File: src/rtl/alu_packet_deserializer_pkg.sv
// ---------------------------------------------------------------------------
// alu_packet_deserializer_pkg
//  Shared types for the ALU side of the mini serial processor link.
//  Holds the ALU operation codes, the packet layout that the deserializer
//  assembles, the frame width derived from it, and the receiver state type.
//  Packet layout (MSB..LSB): {op_2[31:0], op_1[31:0], op_code[2:0]}.
//  op_code sits in the least significant bits, so it is the first field on
//  the wire.
// ---------------------------------------------------------------------------
package alu_packet_deserializer_pkg;

   typedef enum logic [2:0] {
      ADD = 3'h0,
      SUB = 3'h1,
      XOR = 3'h2,
      MUL = 3'h3,
      SHL = 3'h4,
      SHR = 3'h5,
      LW  = 3'h6,
      SW  = 3'h7
   } Operation;

   typedef struct packed {
      logic [31:0] op_2;
      logic [31:0] op_1;
      Operation    op_code;
   } AluPacket;

   localparam int ALU_PACKET_WIDTH = $bits(AluPacket);
   localparam int ALU_COUNT_WIDTH  = $clog2(ALU_PACKET_WIDTH + 1);

   typedef enum logic [1:0] {
      RX_IDLE,
      RX_RECV,
      RX_FULL
   } AluRxState;

endpackage

File: src/rtl/serial_shift_register.sv
// ---------------------------------------------------------------------------
// serial_shift_register
//  Right-shifting serial-to-parallel register. Each shift inserts bit_in at
//  the MSB, so after WIDTH shifts the first bit received sits in bit 0.
//  Reusable by any of the link receivers (ALU, MUL, shifter packets).
//
// Ports
//  clock_i     in   1      rising-edge clock
//  reset_i     in   1      asynchronous active-high reset, clears contents
//  shift_en_i  in   1      shift bit_in_i in this cycle
//  clear_i     in   1      zero the register; combined with shift_en_i the
//                          new bit lands in a cleared register
//  bit_in_i    in   1      serial data bit
//  data_o      out  WIDTH  current register contents
// ---------------------------------------------------------------------------
module serial_shift_register #(
   parameter int WIDTH = 8
) (
   input  logic             clock_i,
   input  logic             reset_i,
   input  logic             shift_en_i,
   input  logic             clear_i,
   input  logic             bit_in_i,
   output logic [WIDTH-1:0] data_o
);

   logic [WIDTH-1:0] data_q;
   logic [WIDTH-1:0] data_d;
   logic [WIDTH-1:0] base;

   always_comb begin
      base   = clear_i ? '0 : data_q;
      data_d = base;
      if (shift_en_i) begin
         data_d = {bit_in_i, base[WIDTH-1:1]};
      end
   end

   always_ff @(posedge clock_i or posedge reset_i) begin
      if (reset_i) begin
         data_q <= '0;
      end else begin
         data_q <= data_d;
      end
   end

   assign data_o = data_q;

endmodule

File: src/rtl/alu_packet_deserializer.sv
// ---------------------------------------------------------------------------
// alu_packet_deserializer
//  ALU-side receiver of the mini serial processor link. Collects one framed
//  serial stream (op_code first, every field LSB first) into an AluPacket and
//  hands it to the ALU with a valid/ready handshake. The link is held off
//  (rx_ready_o low) while a completed packet waits to be consumed.
//
// Ports
//  clock_i         in   1             rising-edge clock
//  reset_i         in   1             asynchronous active-high reset
//  rx_bit_i        in   1             serial data bit
//  rx_valid_i      in   1             rx_bit_i valid; taken when rx_ready_o=1
//  rx_sof_i        in   1             marks the first bit of a frame
//  rx_ready_o      out  1             receiver can take a bit
//  packet_out_o    out  PACKET_WIDTH  assembled packet, stable while valid
//  packet_valid_o  out  1             packet_out_o holds a complete frame
//  packet_ready_i  in   1             ALU takes the packet
//  frame_error_o   out  1             one-cycle pulse per framing violation
//
// state   | meaning
// --------+-----------------------------------------------------------------
// RX_IDLE | waiting for a start-of-frame bit; stray bits flag an error
// RX_RECV | frame in progress, bit_count_q bits already captured
// RX_FULL | complete packet presented to the ALU, link back-pressured
// ---------------------------------------------------------------------------
module alu_packet_deserializer
   import alu_packet_deserializer_pkg::*;
#(
   parameter int PACKET_WIDTH = ALU_PACKET_WIDTH
) (
   input  logic                    clock_i,
   input  logic                    reset_i,
   input  logic                    rx_bit_i,
   input  logic                    rx_valid_i,
   input  logic                    rx_sof_i,
   output logic                    rx_ready_o,
   output logic [PACKET_WIDTH-1:0] packet_out_o,
   output logic                    packet_valid_o,
   input  logic                    packet_ready_i,
   output logic                    frame_error_o
);

   localparam int CW = $clog2(PACKET_WIDTH + 1);
   localparam logic [CW-1:0] LAST_BIT = CW'(PACKET_WIDTH - 1);

   AluRxState         state_q;
   AluRxState         state_d;
   logic [CW-1:0]     bit_count_q;
   logic [CW-1:0]     bit_count_d;
   logic              frame_error_q;
   logic              frame_error_d;
   logic              shift_en;
   logic              sr_clear;
   logic              accept;
   logic [PACKET_WIDTH-1:0] sr_data;

   assign rx_ready_o = (state_q != RX_FULL);
   assign accept     = rx_valid_i && rx_ready_o;

   always_comb begin
      state_d       = state_q;
      bit_count_d   = bit_count_q;
      frame_error_d = 1'b0;
      shift_en      = 1'b0;
      sr_clear      = 1'b0;
      unique case (state_q)
         RX_IDLE: begin
            if (accept) begin
               if (rx_sof_i) begin
                  shift_en    = 1'b1;
                  sr_clear    = 1'b1;
                  bit_count_d = CW'(1);
                  state_d     = RX_RECV;
               end else begin
                  frame_error_d = 1'b1;
               end
            end
         end
         RX_RECV: begin
            if (accept) begin
               shift_en = 1'b1;
               if (rx_sof_i) begin
                  // New frame starts over the partial one; the sof bit is
                  // kept as bit 0 of the restarted frame.
                  frame_error_d = 1'b1;
                  sr_clear      = 1'b1;
                  bit_count_d   = CW'(1);
               end else if (bit_count_q == LAST_BIT) begin
                  bit_count_d = '0;
                  state_d     = RX_FULL;
               end else begin
                  bit_count_d = bit_count_q + CW'(1);
               end
            end
         end
         RX_FULL: begin
            if (packet_ready_i) begin
               state_d = RX_IDLE;
            end
         end
         default: begin
            state_d     = RX_IDLE;
            bit_count_d = '0;
         end
      endcase
   end

   always_ff @(posedge clock_i or posedge reset_i) begin
      if (reset_i) begin
         state_q       <= RX_IDLE;
         bit_count_q   <= '0;
         frame_error_q <= 1'b0;
      end else begin
         state_q       <= state_d;
         bit_count_q   <= bit_count_d;
         frame_error_q <= frame_error_d;
      end
   end

   // The shift register does not move in RX_FULL, so its contents serve
   // directly as the held packet.
   serial_shift_register #(
      .WIDTH(PACKET_WIDTH)
   ) u_sr (
      .clock_i    (clock_i),
      .reset_i    (reset_i),
      .shift_en_i (shift_en),
      .clear_i    (sr_clear),
      .bit_in_i   (rx_bit_i),
      .data_o     (sr_data)
   );

   assign packet_out_o   = sr_data;
   assign packet_valid_o = (state_q == RX_FULL);
   assign frame_error_o  = frame_error_q;

endmodule

File: config.mk
export PLATFORM = sky130hd
export DESIGN_NAME = alu_packet_deserializer
export DESIGN_NICKNAME = d
export VERILOG_FILES = /design/src/rtl/alu_packet_deserializer_pkg.sv /design/src/rtl/serial_shift_register.sv /design/src/rtl/alu_packet_deserializer.sv
export SDC_FILE = /design/constraint.sdc
export NUM_CORES = 1
export LEC_CHECK = 0
export CORE_UTILIZATION = 48
export DETAILED_ROUTE_END_ITERATION = 6
export PLACE_DENSITY = 0.79
export SETUP_SLACK_MARGIN = 0.4
export SLEW_MARGIN = 20
export SYNTH_ARGS = -nofsm -noshare
export SYNTH_HDL_FRONTEND = slang
export SYNTH_SLANG_ARGS = --single-unit
File: constraint.sdc
create_clock -name clock_i -period 3.07 [get_ports clock_i]
set_input_delay 0.614 -clock clock_i [delete_from_list [all_inputs] [get_ports clock_i]]
set_output_delay 0.614 -clock clock_i [all_outputs]
set_load 0.05 [all_outputs]
After elaboration in Yosys (flattened, before gate mapping)
Index checks and enable logic that the tools add are counted.

word-level totals
  flip-flop bits (word level) = 77
  input port bits = 6
  output and inout bits = 70
  word-level logic and storage cells = 46

cells by class
  bitwise logic cells = 1
  reductions and logical operators = 6
  eq/ne operators = 10
  muxes and demuxes = 23
  $add $sub $neg = 1

operators by type and width
  kind                 count
  $mux 67              2
  $mux 7               5
  $pmux 7 s3           1
  $mux 2               6
  $ne 2x2->1 const B   6
  $add 7x1->7 const B  1
  $eq 7x7->1 const B   1
  $mux 1               6
  $pmux 2 s3           1
  $reduce_and 6->1     1
  $pmux 1 s2           2
  $reduce_and 4->1     1
  $eq 2x1->1 const B   1
  $eq 2x2->1 const B   1
  $logic_not 2->1      1
  $ne 2x1->1 const B   1
  $reduce_bool 2->1    1
  $reduce_or 2->1      1
  $logic_and 1x1->1    1
  $not 1->1            1

Longest topological paths before layout
Gate-level depths: netlist of the first run.

  word-level depth = 6
  mapped depth = 7
  mapped depth without buffers = 5

Cells and area by module
Synthesis of the first run repeated with hierarchy kept, for this count alone.

second synthesis, totals
  cells, all modules = 287
  area, all modules = 3348.2 sq um

by module, submodules not included
  module                   instances  cells each  sequential area each (sq um)  area each (sq um)
  serial_shift_register    1          217         1676.6                        2725.1
  alu_packet_deserializer  1          70          250.2                         623.1

Least setup slack after synthesis of the first run
OpenSTA, ideal clock, no wires.

  path kind = register -> output
  from = reg state_q[0]
  to = out rx_ready_o
  arrival = 1.707 ns
  slack = 0.749 ns
  cell stages (with the launch flop) = 4
  required time = 2.456 ns
  buffers on the path = 1
  cell sequence = dfrtp_1 buf_4 nor2b_1 inv_1

between the ends
  cells in the longest elaborated chain, start to end = 1

RTL lines
  element                   line                            RTL
  start: declaration        alu_packet_deserializer.sv:46   AluRxState state_q;
  start signal: assignment  alu_packet_deserializer.sv:114  state_q <= state_d;
  $ne 2x2->1                alu_packet_deserializer.sv:57   assign rx_ready_o = (state_q != RX_FULL);
  end: declaration          alu_packet_deserializer.sv:36   output logic rx_ready_o,

No other way between the ends.

Final worst setup path of the first run
  from = reg state_q[1]
  to = out rx_ready_o

Same word-level chain as after synthesis.

==> impl_metrics.py, run 1 <==
metrics = {
    "clocking": {
        "cts_resized": 0,
        "cts_tree": "yes",
        "cts-hold-fix-buffers": 0,
        "cts.clk_slew.worst_paths_ps": 80,
        "post_cts_buffers": 0,
        "cts_max_level": 3,
        "clock_latency_ps": 340,
        "cts_sinks": 77,
        "root_buffer": "clkbuf_8",
        "cts_buffer_depth": 2,
        "numCtsBuffers": 9,
    },
    "power": {
        "internal_power_w": 0.00147,
        "power_frac_comb_pct": 7.0,
        "powerDensity_nw_per_um2": 492,
        "p_seq_share_pct": 53.8,
        "switching_share_pct": 24.0,
        "vdd_ir_drop_max_mv": 0.308,
        "power_switching_w": 0.000465,
        "power.leakage_nw": 1.77,
        "pwr-share-clk_pct": 39.1,
    },
    "timing": {
        "holdWs_ps": 492,
        "relSlewSlack_pct": 51.1,
        "post-route-period-util_pct": 80.9,
        "rsz0062_at_grt": "false",
        "period_needed_ps": 2480,
        "worst_slew_pin_slew_ps": 733,
        "fin_setup_tns_ps": 0,
        "setup_violations": 0,
        "slew_viol_final": 0,
        "fmax_mhz": 403,
        "final_hold_viol_count": 0,
        "fin_skew_ps": 7.66,
    },
    "floorplan": {
        "fp-row-count": 28,
        "core-area_um2": 5890,
        "dieArea_um2": 6380,
        "start_util_pct": 49.5,
        "fp.dieH_um": 79.9,
        "pin_count": 76,
        "die_w_um": 79.9,
    },
    "global_routing": {
        "grt_util_all_layers_pct": 19.9,
        "grt_max_degree": 71,
        "first_global_vias": 1963,
        "grt_overflow": 0,
        "grt_pass1_wl_um": 9560,
        "antenna_found_initial": 0,
    },
    "logic_synthesis": {
        "ys_ff_latch": 77,
        "synth.avg_cell_area_um2": 13.5,
        "netlist.area_leader.share_pct": 66.2,
        "synthTopCellsByArea": "dfrtp_1, a22o_1, clkbuf_1",
        "synth_area_um2": 2910,
        "synthSimpleGateAreaFrac_pct": 4.68,
        "syn_nets": 223,
        "yosysTopAreaCell": "dfrtp_1",
        "synth_top_family_by_area": "compound AO/OA/AOI/OAI gates",
        "syn_inst": 215,
        "synth-adder-area-share_pct": 0.859,
        "yosysWarnings": 0,
        "post-synth-top-count-cell": "dfrtp_1",
        "synth_compound_area_share_pct": 23.5,
        "synth_common_cells": "dfrtp_1, a22o_1, clkbuf_1, nor2_1, o21ai_0",
        "yosysUniqueCellTypes": 31,
        "synth_edf_count": 0,
        "ys.flop_type": "dfrtp_1",
        "synthArstFlopShare_pct": 100,
        "synth.mux.area_fraction_pct": 0.731,
        "synth_seq_area_share_pct": 66.2,
        "yosys.area_share.xor_xnor_pct": 0.301,
    },
    "cells_and_area": {
        "nets": 294,
        "fin_util_pct": 66.7,
        "finish.instance_area_um2": 3930,
        "num_antenna_cells": 0,
        "fillerInstances": 444,
        "layout-drive-gt1-share_pct": 7.90,
        "stdcell_count": 366,
        "multi_input_area_um2": 882,
        "ff_latch_area_um2": 1930,
        "areaGrowthSynthToFinish_pct": 34.9,
    },
    "setup_path": {
        "critPathCaptureType": "output pin",
        "cp_max_fo": 10,
        "start_kind": "flip-flop",
        "path_class": "flip-flop to output pin",
        "r2r_slack_ps": 1200,
        "critPathMaxStageDelay_ps": 790,
        "critPathSlowestCell": "clkdlybuf4s50_1",
        "worstPathRequired_ps": 2460,
        "crit_arrival_ps": 1870,
        "crit_chain": "nor2b_1, inv_1, clkdlybuf4s50_1",
    },
    "placed_design": {
        "place_hpwl_um": 3740,
        "gp_congestion": 0.773,
        "postPlaceCellArea_um2": 3730,
        "port_buffers": 75,
        "placedCellCount": 350,
    },
    "routing": {
        "drt_iter0_drc": 181,
        "postRouteWirelength_um": 5990,
        "ant_nets": 0,
        "firstDrtPassIters": 4,
        "remaining_drc_errors": 0,
        "routedWlPerCell_um": 16.4,
        "routed-via-count": 2080,
        "vias_per_cell": 5.68,
    },
    "run": {
        "max-cap-violations": 0,
    },
    "min_path": {
        "hold_path.class": "flip-flop to flip-flop",
    },
    "outcome": {
        "status": "finished clean",
    },
}
per-stage QoR:
step / worst slack [ps] / power [W]
finish: 586 / 0.00193
global route: 489 / 0.00202
CTS: 562 / 0.00196
detailed placement: 482 / 0.00120
global placement: 551 / 0.00119
floorplan: 489 / 0.00115
worst max-delay path, delay by kind of cell, from the launching register on:
kind	cells	cell delay [ps]
flip-flops	1	480
buffers and inverters	2	870
AND/OR/NAND/NOR	1	180
logic make-up after synthesis:
family,after synthesis
compound gates,83
flops,77
simple gates,26
buf+inv,24
mux,2
fa+ha+maj,2
xor+xnor,1
final timing paths:
| kind | to | cells after the start | start |
|---|---|---|---|
| worst max-delay path | rx_ready_o | 3 | state_q[1] |
| worst min-delay path | bit_count_q[6] | 1 | bit_count_q[6] |
| worst max register to register | u_sr.data_o[66] | 4 | state_q[0] |
| worst min register to register | bit_count_q[6] | 1 | bit_count_q[6] |
| max in group asynchronous | u_sr.data_o[28] | 3 | reset_i |
| min in group asynchronous | u_sr.data_o[24] | 2 | reset_i |
flip-flops by register name, indices dropped and copies added, names as in the netlist:
name and cells:
bit_count_q 7, frame_error_o 1, state_q 2, u_sr.data_o 67
final cells by class:
class                   instances  area share, %
repair buffers                 79           20.5
clock buffers                  11           3.60
inverters                       5          0.478
clock inverters                 5           1.50
flip-flops and latches         77           49.1
well taps                      75           2.39
multi-input cells             114           22.5
layout by cell type, fill, tap and decap left out, types with 2 or more instances in the layout:
master	Yosys	layout
clkdlybuf4s50_1	0	75
nor2_1	8	8
nor2b_1	2	2
a22o_1	66	66
buf_4	1	2
inv_1	5	4
a31oi_1	2	2
buf_12	0	2
nand3_1	5	5
o22ai_1	2	2
clkbuf_8	0	10
and3_1	2	2
clkinvlp_4	0	2
o21ai_0	8	8
ha_1	2	2
nand2_1	2	2
dfrtp_1	77	77
routing by layer:
metal  wire, um  GRT usage [%]  up-vias
met3        335           4.57        8
met5          0              0        -
met1       2690           28.3     1056
met4         76           10.2        0
met2       2880           28.5       62
li1           -              -      954
power groups by stage:
stage | clock [W] | sequential [W] | combinational, W
after floorplan | 0 | 0.00108 | 0.0000733
after global placement | 0 | 0.00106 | 0.000134
after detailed placement | 0 | 0.00106 | 0.000138
after CTS | 0.000778 | 0.00104 | 0.000138
after global routing | 0.000825 | 0.00104 | 0.000149
final | 0.000757 | 0.00104 | 0.000136
Note: power is estimated with default switching activity, not from simulation.
==> inputs of run 2 (changes only) <==
==> constraint.sdc (replaced) <==
create_clock -name clock_i -period 2.5 [get_ports clock_i]
set_input_delay 0.5 -clock clock_i [delete_from_list [all_inputs] [get_ports clock_i]]
set_output_delay 0.5 -clock clock_i [all_outputs]
set_load 0.05 [all_outputs]
==> run 2 against run 1 <==
Final cell count is 0.55% higher; critical endpoint is now packet_out_o[3]; count of clock-buffer cells in the layout is 4 higher; sequential cell count stayed put; via count is 0.48% higher; critical path depth is 2 lower; register-to-register slack worse by 420 ps.
==> impl_metrics.py, run 2 (same netlist as run 1, synthesis figures left out) <==
metrics = {
    "outcome": {
        "status": "finished clean",
    },
    "clocking": {
        "clock_latency_ps": 330,
        "cts-hold-fix-buffers": 0,
        "cts_tree": "yes",
        "post_cts_buffers": 0,
        "cts_sinks": 77,
        "cts_buffer_depth": 2,
        "cts.clk_slew.worst_paths_ps": 70,
        "root_buffer": "clkbuf_8",
        "cts_max_level": 3,
        "numCtsBuffers": 9,
    },
    "power": {
        "powerDensity_nw_per_um2": 591,
        "vdd_ir_drop_max_mv": 0.303,
        "power.leakage_nw": 1.89,
    },
    "timing": {
        "period_needed_ps": 2050,
        "final_hold_viol_count": 0,
        "fmax_mhz": 487,
        "fin_skew_ps": 7.94,
        "relSlewSlack_pct": 60.4,
        "setup_violations": 0,
        "worst_slew_pin_slew_ps": 594,
        "fin_setup_tns_ps": 0,
        "rsz0062_at_grt": "false",
        "post-route-period-util_pct": 82.2,
        "slew_viol_final": 0,
    },
    "global_routing": {
        "grt_pass1_wl_um": 9540,
        "first_global_vias": 1911,
        "grt_overflow": 0,
        "grt_max_degree": 52,
        "antenna_found_initial": 0,
        "grt_util_all_layers_pct": 19.7,
    },
    "cells_and_area": {
        "layout-drive-gt1-share_pct": 9.56,
        "nets": 297,
        "stdcell_count": 368,
        "num_antenna_cells": 0,
        "areaGrowthSynthToFinish_pct": 36.3,
        "fillerInstances": 453,
        "final_cell_mix": "dfrtp_1, clkdlybuf4s50_1, a22o_1",
        "ff_latch_area_um2": 1930,
        "multi_input_area_um2": 885,
        "final_common_cell": "dfrtp_1",
        "largest_reg_flops": 67,
    },
    "routing": {
        "postRouteWirelength_um": 5860,
        "ant_nets": 0,
        "firstDrtPassIters": 4,
        "routed-via-count": 2090,
        "remaining_drc_errors": 0,
        "vias_per_cell": 5.68,
        "drt_iter0_drc": 153,
        "routedWlPerCell_um": 15.9,
    },
    "run": {
        "max-cap-violations": 0,
    },
    "floorplan": {
        "pin_count": 76,
        "core-area_um2": 5890,
        "dieArea_um2": 6380,
        "start_util_pct": 49.5,
        "die_w_um": 79.9,
        "fp.dieH_um": 79.9,
        "fp-row-count": 28,
    },
    "placed_design": {
        "gp_congestion": 0.781,
        "place_hpwl_um": 3760,
        "placedCellCount": 353,
        "port_buffers": 75,
    },
    "setup_path": {
        "crit_arrival_ps": 1550,
        "path_class": "flip-flop to output pin",
        "crit_chain": "clkdlybuf4s50_1",
        "worst-path-buf-inv": 1,
        "cp_max_fo": 3,
        "critPathMaxStageDelay_ps": 840,
        "critPathCaptureType": "output pin",
        "worstPathRequired_ps": 2000,
        "critPathSlowestCell": "clkdlybuf4s50_1",
        "start_kind": "flip-flop",
        "crit_family": "buffers and inverters",
    },
    "min_path": {
        "hold_path.class": "input pin to asynchronous set/reset pin",
    },
}
## run 2: changes by cell type in the layout (fill, tap and decap cells not counted), sizes merged
| cell | delta |
|---|---|
| bufinv | -1 |
| clkinvlp | -1 |
| clkinv | -1 |
| dlymetal6s2s | +5 |
| buf | +3 |
| clkdlybuf4s50 | -7 |
| clkbuf | +6 |
| inv | -2 |
## run 2: per-layer routing
| layer | share of wire, % | wire, um | global-route usage [%] | vias up |
|---|---|---|---|---|
| met3 | 5.2 | 306 | 4.57 | 12 |
| met5 | 0 | 0 | 0 | - |
| li1 | - | - | - | 964 |
| met4 | 2.2 | 128 | 10.2 | 0 |
| met2 | 44 | 2590 | 26.9 | 61 |
| met1 | 48 | 2840 | 29.1 | 1053 |
## run 2: path summary, 6_finish.rpt
check / startpoint / end / slack [ps] / cells past startpoint
max: u_sr.data_o[3] / packet_out_o[3] / 450 / 1
min: reset_i / u_sr.data_o[27] / 390 / 2
max reg2reg: state_q[1] / bit_count_q[6] / 780 / 3
min reg2reg: bit_count_q[6] / bit_count_q[6] / 500 / 1
max in group asynchronous: reset_i / u_sr.data_o[45] / 1620 / 3
min in group clock_i: bit_count_q[6] / bit_count_q[6] / 500 / 1
## run 2: area by class of cell
type | count | share of cell area [%]
multi-input cells | 114 | 22.3
flip-flops and latches | 77 | 48.6
well taps | 75 | 2.37
repair buffers | 82 | 21.3
inverters | 5 | 0.568
clock buffers | 15 | 4.95
## run 2: stage by stage
step	utilization (%)	hold WS [ps]	area [um^2]	worst slack [ps]	power, W
after floorplan	-	451	2920	658	0.00142
after global placement	64.0	481	3770	235	0.00147
after detailed placement	64.0	497	3770	188	0.00148
after CTS	67.4	379	3970	394	0.00237
after global routing	67.4	386	3970	402	0.00244
final	67.4	391	3970	446	0.00235
## run 2: what timing repair did
item,in CTS,in global routing
gates resized for setup,4,7
endpoints found under the setup margin,2,7
gates cloned,0,0
## run 2: where the power goes
group | internal [W] | switching (W)
combinational | 0.0000577 | 0.000116
clock | 0.000492 | 0.000400
sequential | 0.00126 | 0.0000180
==> inputs of run 3 (changes only) <==
--- a/config.mk
+++ b/config.mk
@@ -5,9 +5,9 @@
 export SDC_FILE = /design/constraint.sdc
 export NUM_CORES = 1
 export LEC_CHECK = 0
-export CORE_UTILIZATION = 48
+export CORE_UTILIZATION = 43
 export DETAILED_ROUTE_END_ITERATION = 6
-export PLACE_DENSITY = 0.79
+export PLACE_DENSITY = 0.75
 export SETUP_SLACK_MARGIN = 0.4
 export SLEW_MARGIN = 20
 export SYNTH_ARGS = -nofsm -noshare
==> constraint.sdc (replaced) <==
create_clock -name clock_i -period 1.7 [get_ports clock_i]
set_input_delay 0.34 -clock clock_i [delete_from_list [all_inputs] [get_ports clock_i]]
set_output_delay 0.34 -clock clock_i [all_outputs]
set_load 0.05 [all_outputs]
==> run 3 against run 2 <==
The run now ends with DRC left; die area grew 11%; worst setup slack got worse by 380 ps; sequential cell count unchanged; clock skew fell by 2.4 ps; count of clock-buffer cells in the layout fell by 4; global-route usage down 0.23 points; clock power is 51% higher; register-to-register slack lost 710 ps; largest cell class unchanged; largest power group unchanged.
==> impl_metrics.py, run 3 (same netlist as run 1, synthesis figures left out) <==
metrics = {
    "cells_and_area": {
        "fillerInstances": 427,
        "final_cell_mix": "dfrtp_1, buf_6, a22o_1",
        "final_common_cell": "dfrtp_1",
        "layout-drive-gt1-share_pct": 44.3,
        "nets": 340,
        "areaGrowthSynthToFinish_pct": 56.2,
        "largest_reg_flops": 67,
        "ff_latch_area_um2": 1930,
        "stdcell_count": 413,
        "num_antenna_cells": 0,
        "multi_input_area_um2": 947,
    },
    "power": {
        "internal_power_w": 0.00272,
        "p_seq_share_pct": 52.3,
        "powerDensity_nw_per_um2": 790,
        "power_frac_comb_pct": 10.1,
        "power.leakage_nw": 2.25,
        "pwr-share-clk_pct": 37.6,
        "switching_share_pct": 24.4,
        "vdd_ir_drop_max_mv": 0.595,
        "power_switching_w": 0.000877,
        "finalPower_w": 0.00360,
    },
    "clocking": {
        "cts.clk_slew.worst_paths_ps": 70,
        "clock_latency_ps": 340,
        "cts_buffer_depth": 2,
        "cts_tree": "yes",
        "cts_max_level": 3,
        "cts-hold-fix-buffers": 0,
        "root_buffer": "clkbuf_8",
        "numCtsBuffers": 9,
        "cts_sinks": 77,
    },
    "timing": {
        "setup_violations": 0,
        "rsz0062_at_grt": "true",
        "relSlewSlack_pct": 73.5,
        "final_hold_viol_count": 0,
        "post-route-period-util_pct": 96.0,
        "slew_viol_final": 0,
        "fin_skew_ps": 5.50,
        "period_needed_ps": 1630,
        "fmax_mhz": 613,
        "worst_slew_pin_slew_ps": 397,
    },
    "placed_design": {
        "port_buffers": 75,
        "placedCellCount": 365,
        "gp_congestion": 0.791,
        "place_hpwl_um": 4060,
    },
    "setup_path": {
        "path_class": "flip-flop to flip-flop",
        "worstPathRequired_ps": 1960,
        "cp_max_fo": 3,
        "start_kind": "flip-flop",
        "r2r_start": "bit_count_q[0]",
        "r2r_cells": 5,
        "r2r_slack_ps": 70,
        "r2r_end": "bit_count_q[6]",
        "critPathCaptureType": "flip-flop",
        "crit_arrival_ps": 1890,
    },
    "run": {
        "max-cap-violations": 0,
    },
    "floorplan": {
        "dieArea_um2": 7100,
        "fp-row-count": 29,
        "core-area_um2": 6460,
        "pin_count": 76,
        "fp.dieH_um": 84.3,
        "die_w_um": 84.3,
        "start_util_pct": 45.1,
    },
    "outcome": {
        "status": "finished, violations left",
        "violations": "DRC",
    },
    "routing": {
        "remaining_drc_errors": 12,
        "routedWlPerCell_um": 18.7,
        "drt_iter0_drc": 152,
        "firstDrtPassIters": 7,
        "postRouteWirelength_um": 7740,
        "ant_nets": 0,
        "routed-via-count": 2335,
        "vias_per_cell": 5.65,
    },
    "global_routing": {
        "grt_max_degree": 78,
        "grt_util_all_layers_pct": 19.5,
        "grt_overflow": 0,
        "antenna_found_initial": 0,
        "grt_pass1_wl_um": 10700,
        "first_global_vias": 2093,
    },
    "min_path": {
        "hold_path.class": "input pin to asynchronous set/reset pin",
    },
}
==> run 3: worst max-delay path by stage <==
| stage | from | endpoint | slack [ps] | cells after the start |
|---|---|---|---|---|
| CTS | state_q[1] | bit_count_q[6] | 70 | 4 |
| detailed placement | rx_sof_i | bit_count_q[6] | -320 | 5 |
| global placement | rx_sof_i | bit_count_q[6] | -300 | 5 |
| global route | bit_count_q[0] | bit_count_q[6] | 30 | 5 |
| floorplan | state_q[1] | bit_count_q[6] | 70 | 5 |
| finish | bit_count_q[0] | bit_count_q[6] | 70 | 5 |
==> run 3: final cells by class <==
type,instances,area share (%)
Timing Repair Buffer,124,30.0
Sequential cell,77,42.4
Clock buffer,11,3.11
Multi-Input combinational cell,115,20.8
Clock inverter,4,1.07
Tap cell,77,2.12
Inverter,5,0.550
==> run 3: worst max-delay path, cell delays in order, from the launching register on <==
cell	delay, ps
dfrtp_1	370
ha_2	200
and3_4	200
nand3_1	120
or4b_1	540
mux2i_1	130
==> run 3: stage by stage <==
stage | setup WS [ps] | area [um^2] | util (%) | TNS (ps) | hold WS (ps)
2_1_floorplan | 72.4 | 2970 | - | 0 | 451
3_3_place_gp | -296 | 3700 | 57.3 | -17960 | 473
3_5_place_dp | -318 | 3700 | 57.3 | -19240 | 479
4_1_cts | 74.8 | 4070 | 63.1 | 0 | 463
5_1_grt | 34.0 | 4550 | 70.4 | 0 | 494
6_report | 67.5 | 4550 | 70.4 | 0 | 451
==> run 3: what timing repair did <==
action                                  in CTS  in global routing
endpoints found under the setup margin      92                135
gates resized for setup                     35                 57
setup buffers                                8                 17
pin swaps                                    3                  2
cloned                                       1                  7
==> run 3: per-layer routing <==
metal	global-route usage [%]	vias up	wire length, um
li1	-	1057	-
met1	28.0	1192	3370
met2	29.3	78	3930
met3	3.44	8	331
met4	8.46	0	108
met5	0	-	0
==> run 3: power by group through the flow <==
stage / combinational, W / clock, W / sequential (W)
6_report: 0.000363 / 0.00135 / 0.00188
5_1_grt: 0.000392 / 0.00146 / 0.00188
4_1_cts: 0.000302 / 0.00137 / 0.00188
3_5_place_dp: 0.000269 / 0 / 0.00192
3_3_place_gp: 0.000264 / 0 / 0.00191
2_1_floorplan: 0.000145 / 0 / 0.00195
==> patch 1: new RTL, flow settings as in run 3 <==
Re-encode `AluRxState` (3 states) as one-hot, 3 bits wide.
--- a/src/rtl/alu_packet_deserializer_pkg.sv
+++ b/src/rtl/alu_packet_deserializer_pkg.sv
@@ -31,6 +31,6 @@
 
-   typedef enum logic [1:0] {
-      RX_IDLE,
-      RX_RECV,
-      RX_FULL
+   typedef enum logic [2:0] {
+      RX_IDLE = 3'b001,
+      RX_RECV = 3'b010,
+      RX_FULL = 3'b100
    } AluRxState;
Check against the original RTL: no difference found for any inputs over 10 cycles, from zero or initial values and one cycle with reset_i high; not proved beyond that.
==> patch 1 against run 3 <==
- the run ends with negative setup slack left
- via count grew 52%
- area after synthesis grew 13%
- routed wire length grew 65%
- die area grew 13%
- global-route usage grew 6.1 points
- first-iteration DRC count grew 59%
- core utilization grew 14 points
- design area grew 36%
- setup slack lost 0.13 ns
- non-clock buffer count grew 44
- sequential cell count grew 1
- largest cell class is now non-clock buffers
Power is not compared: it rests on default switching activity, and its combinational part moved more than twofold at a synthesized area within 25%.
==> patch 1: results (changes against run 3) <==
Final layout
  – Finished Core Util: 84.4% (was 70.4%)
  – Fillers: 338 (was 427)
  – # nets final: 530 (was 340)
  – Most common cell after layout, fill and taps aside: nand2_1 (was dfrtp_1)
  – Layout cells sized above 1: 57.7% (was 44.3%)

Worst setup path
  – Dominant delay contributor by cell family on the critical path: buffers and inverters (was simple AND/OR/NAND/NOR gates)
  – Slowest cell delay on critical path: 0.41 ns (was 0.54 ns)
  – CP arrival: 2.03 ns (was 1.89 ns)
  – Slowest CP cell: dfstp_2 (was or4b_1)
  – Worst-path fanout max: 6 (was 3)

CTS
  – Skew-Pair Late Insertion Delay: 0.36 ns (was 0.34 ns)
  – Worst-path clk slew: 0.10 ns (was 0.07 ns)
  – H-tree levels: 3 (unchanged)

STA
  – Final TNS setup: -0.315 ns (was 0 ns)
  – Post-route clock skew: 0.0135 ns (was 0.00550 ns)
  – Worst Slack Setup Final: -0.0620 ns (was 0.0675 ns)
  – Final setup violation count: 11 (was 0)
  – Rel. slew slack: 70.5% (was 73.5%)

Logic synthesis
  – Sequential area share after synthesis: 59.3% (was 66.2%)
  – Syn avg cell area: 9.00 µm² (was 13.5 µm²)
  – Ranking of synthesized cells by area: dfrtp_1 (59%), nand2_1 (16%), a21oi_1 (11%) (was dfrtp_1 (66%), a22o_1 (20%), clkbuf_1 (1.4%))
  – Post-Syn Nets: 374 (was 223)
  – Commonest cells post-synth: nand2_1 (136), dfrtp_1 (77), a21oi_1 (75) (was dfrtp_1 (77), a22o_1 (66), clkbuf_1 (11))
  – Distinct cells, synth: 33 (was 31)

Place
  – Post-placement setup slack: -0.304 ns (was -0.318 ns)
  – GPL Wtd Cong: 0.815 (was 0.791)
  – Placed cells: 535 (was 365)
  – Hpwl dp: 4.94 mm (was 4.06 mm)
  – Placed Area: 4140 µm² (was 3700 µm²)

GRT
  – Vias in the first global route: 3130 (was 2093)
  – Total GRT Usage: 25.6% (was 19.5%)
  – Pin count of the biggest net entering global routing: 41 (was 78)
  – First-pass GRT wire length: 15.2 mm (was 10.7 mm)

Drt
  – DR iter-0 viols: 242 (was 152)
  – Antenna-violating nets left: 0 (unchanged)
  – Via-per-instance ratio: 5.66 (was 5.65)
  – Pre-antenna DRT Iters: 5 (was 7)

Status
  – Failing checks: negative setup slack (was design-rule violations)
  – Status: finished with violations (unchanged)

Worst hold path
  – Hold/Removal Path Class: input port to asynchronous set/reset pin (unchanged)
## patch 1: layer usage
layer  up-vias  GRT usage (%)  part of all wire [%]
met2       174           45.9                    52
li1       1522              -                     -
met5         -              0                     0
met3        39           5.26                   6.6
met1      1806           30.6                    39
met4         0           8.51                   2.7
## patch 1: timing repair
item | in CTS | in global routing
buffers inserted | 24 | 36
endpoints found under the setup margin | 143 | 131
gates cloned | 9 | 6
resized for setup | 101 | 147
pin swaps | 9 | 30
endpoints found under the hold margin | 0 | 0
## patch 1: power groups by stage
stage                     combinational, mW  sequential, mW  clock (mW)
after CTS                             0.651            1.92        1.63
after global placement                0.394            1.97           0
after detailed placement              0.401            1.97           0
after floorplan                       0.225            2.01           0
final                                 0.775            1.93        1.63
after global routing                  0.815            1.93        1.72
## patch 1: layout make-up
type	count	area share, %
Multi-Input combinational cell	257	28.8
Inverter	8	0.586
Timing Repair Buffer	168	33.1
Clock inverter	7	1.70
Clock buffer	9	2.00
Tap cell	99	2.00
Sequential cell	78	31.8
## patch 1: cell families after synthesis
| kind of cell | Yosys count | share of synthesized area, % |
|---|---|---|
| flops | 78 | 59.3 |
| compound gates | 91 | 14.6 |
| buf+inv | 31 | 4.03 |
| simple gates | 162 | 20.6 |
| fa+ha+maj | 2 | 0.760 |
| mux | 2 | 0.684 |
## patch 1: worst paths after layout
path                                  from         endpoint  slack [ns]  cells after the start
setup / recovery                state_q[0]  u_sr.data_o[57]       -0.06                      8
hold / removal                     reset_i  u_sr.data_o[35]        0.43                      3
setup reg to reg                state_q[0]  u_sr.data_o[57]       -0.06                      8
hold reg to reg            u_sr.data_o[64]  u_sr.data_o[63]        0.57                      2
max in group asynchronous          reset_i       state_q[0]        1.00                      3
min in group clock_i       u_sr.data_o[64]  u_sr.data_o[63]        0.57                      2
==> patch 2: new RTL, flow settings as in run 3 <==
Without the edit above. Reset style: synchronous (`reset_i`), changed in 2 clocked blocks. Comments in the files are not updated.
--- a/src/rtl/serial_shift_register.sv
+++ b/src/rtl/serial_shift_register.sv
@@ -38,3 +38,3 @@
 
-   always_ff @(posedge clock_i or posedge reset_i) begin
+   always_ff @(posedge clock_i) begin
       if (reset_i) begin
--- a/src/rtl/alu_packet_deserializer.sv
+++ b/src/rtl/alu_packet_deserializer.sv
@@ -107,3 +107,3 @@
 
-   always_ff @(posedge clock_i or posedge reset_i) begin
+   always_ff @(posedge clock_i) begin
       if (reset_i) begin
Formal check against the unedited RTL: differs if reset_i is asserted again (counterexample within 4 cycles, from zero or initial values and one cycle with reset_i high); with reset_i held inactive, the same outputs for 10 cycles.
==> patch 2 against run 3 <==
- area after synthesis increased by 8.4%
- sequential cell count is the same
- design area fell by 0.77%
- setup slack better by 0.14 ns
- register-to-register slack better by 0.20 ns
- routed wire length up 3.5%
- combinational power fell by 12%
- power down 1.6%
- critical path type is now flip-flop to primary output
- critical endpoint is now rx_ready_o
- highest routed layer unchanged
==> patch 2: results (changes against run 3) <==
STA
  – Worst Slack Setup Final: 0.212 ns (was 0.0675 ns)
  – Slew @ Worst Pin: 0.345 ns (was 0.397 ns)

Worst setup path
  – Slowest CP cell: dfxtp_4 (was or4b_1)
  – Worst R2R End: u_sr.data_o[22] (was bit_count_q[6])
  – CP arrival: 1.15 ns (was 1.89 ns)
  – Reg2Reg Depth: 8 (was 5)
  – CP endpoint: rx_ready_o (was bit_count_q[6])
  – Critical path capture point type: primary output (was flip-flop)
  – Slowest cell delay on critical path: 0.35 ns (was 0.54 ns)

Logic synthesis
  – Sequential area share after synthesis: 48.8% (was 66.2%)
  – Syn avg cell area: 8.65 µm² (was 13.5 µm²)
  – Commonest cells post-synth: dfxtp_1 (77), a21oi_1 (70), nand2_1 (70) (was dfrtp_1 (77), a22o_1 (66), clkbuf_1 (11))
  – Distinct cells, synth: 37 (was 31)

Pwr
  – Clock network fraction of total power: 39.7% (was 37.6%)
  – Switch Pwr: 0.871 mW (was 0.877 mW)

GRT
  – Met2 Use GR: 31.2% (was 29.3%)
  – First-pass GRT wire length: 12.2 mm (was 10.7 mm)
  – Vias in the first global route: 2510 (was 2093)
  – Pin count of the biggest net entering global routing: 48 (was 78)
  – Total GRT Usage: 20.2% (was 19.5%)

Status
  – Status: finished clean (was finished with violations)

Place
  – GPL Wtd Cong: 0.798 (was 0.791)
  – Post-placement setup slack: -0.0293 ns (was -0.318 ns)

Drt
  – WL met2: 3.80 mm (was 3.93 mm)
  – Post-Route WL: 8.01 mm (was 7.74 mm)
  – DR iter-0 viols: 195 (was 152)

Worst hold path
  – Hold/Removal Path Class: input port to flip-flop (was input port to asynchronous set/reset pin)

Final layout
  – # nets final: 454 (was 340)
[patch 2: cell types whose count changed after synthesis, sizes merged, moves of 3 or more]
cell,delta
nand2,+68
dfxtp,+77
buf,+7
dfrtp,-77
clkbuf,+6
o21ai,-3
nand2b,+3
a21oi,+69
xor2,+4
nand3b,+66
a22o,-66
nand3,-4
[patch 2: logic make-up (layout without fill, tap and decap cells)]
family / Yosys count / in the layout / synth area share (%)
buffers and inverters: 35 / 121 / 5.11
flip-flops: 77 / 77 / 48.8
AND/OR/NAND/NOR: 159 / 159 / 28.7
XOR/XNOR: 5 / 5 / 1.39
AO/OA/AOI/OAI: 86 / 86 / 14.8
multiplexers: 1 / 1 / 0.317
adder cells (fa/ha/maj): 2 / 2 / 0.793
[patch 2: cell type report]
class,instances,area [µm²]
Inverter,3,15.0
Fill cell,607,2430
Clock inverter,5,58.8
Timing Repair Buffer,102,1080
Tap cell,96,120
Multi-Input combinational cell,253,1540
Sequential cell,77,1560
Clock buffer,11,141
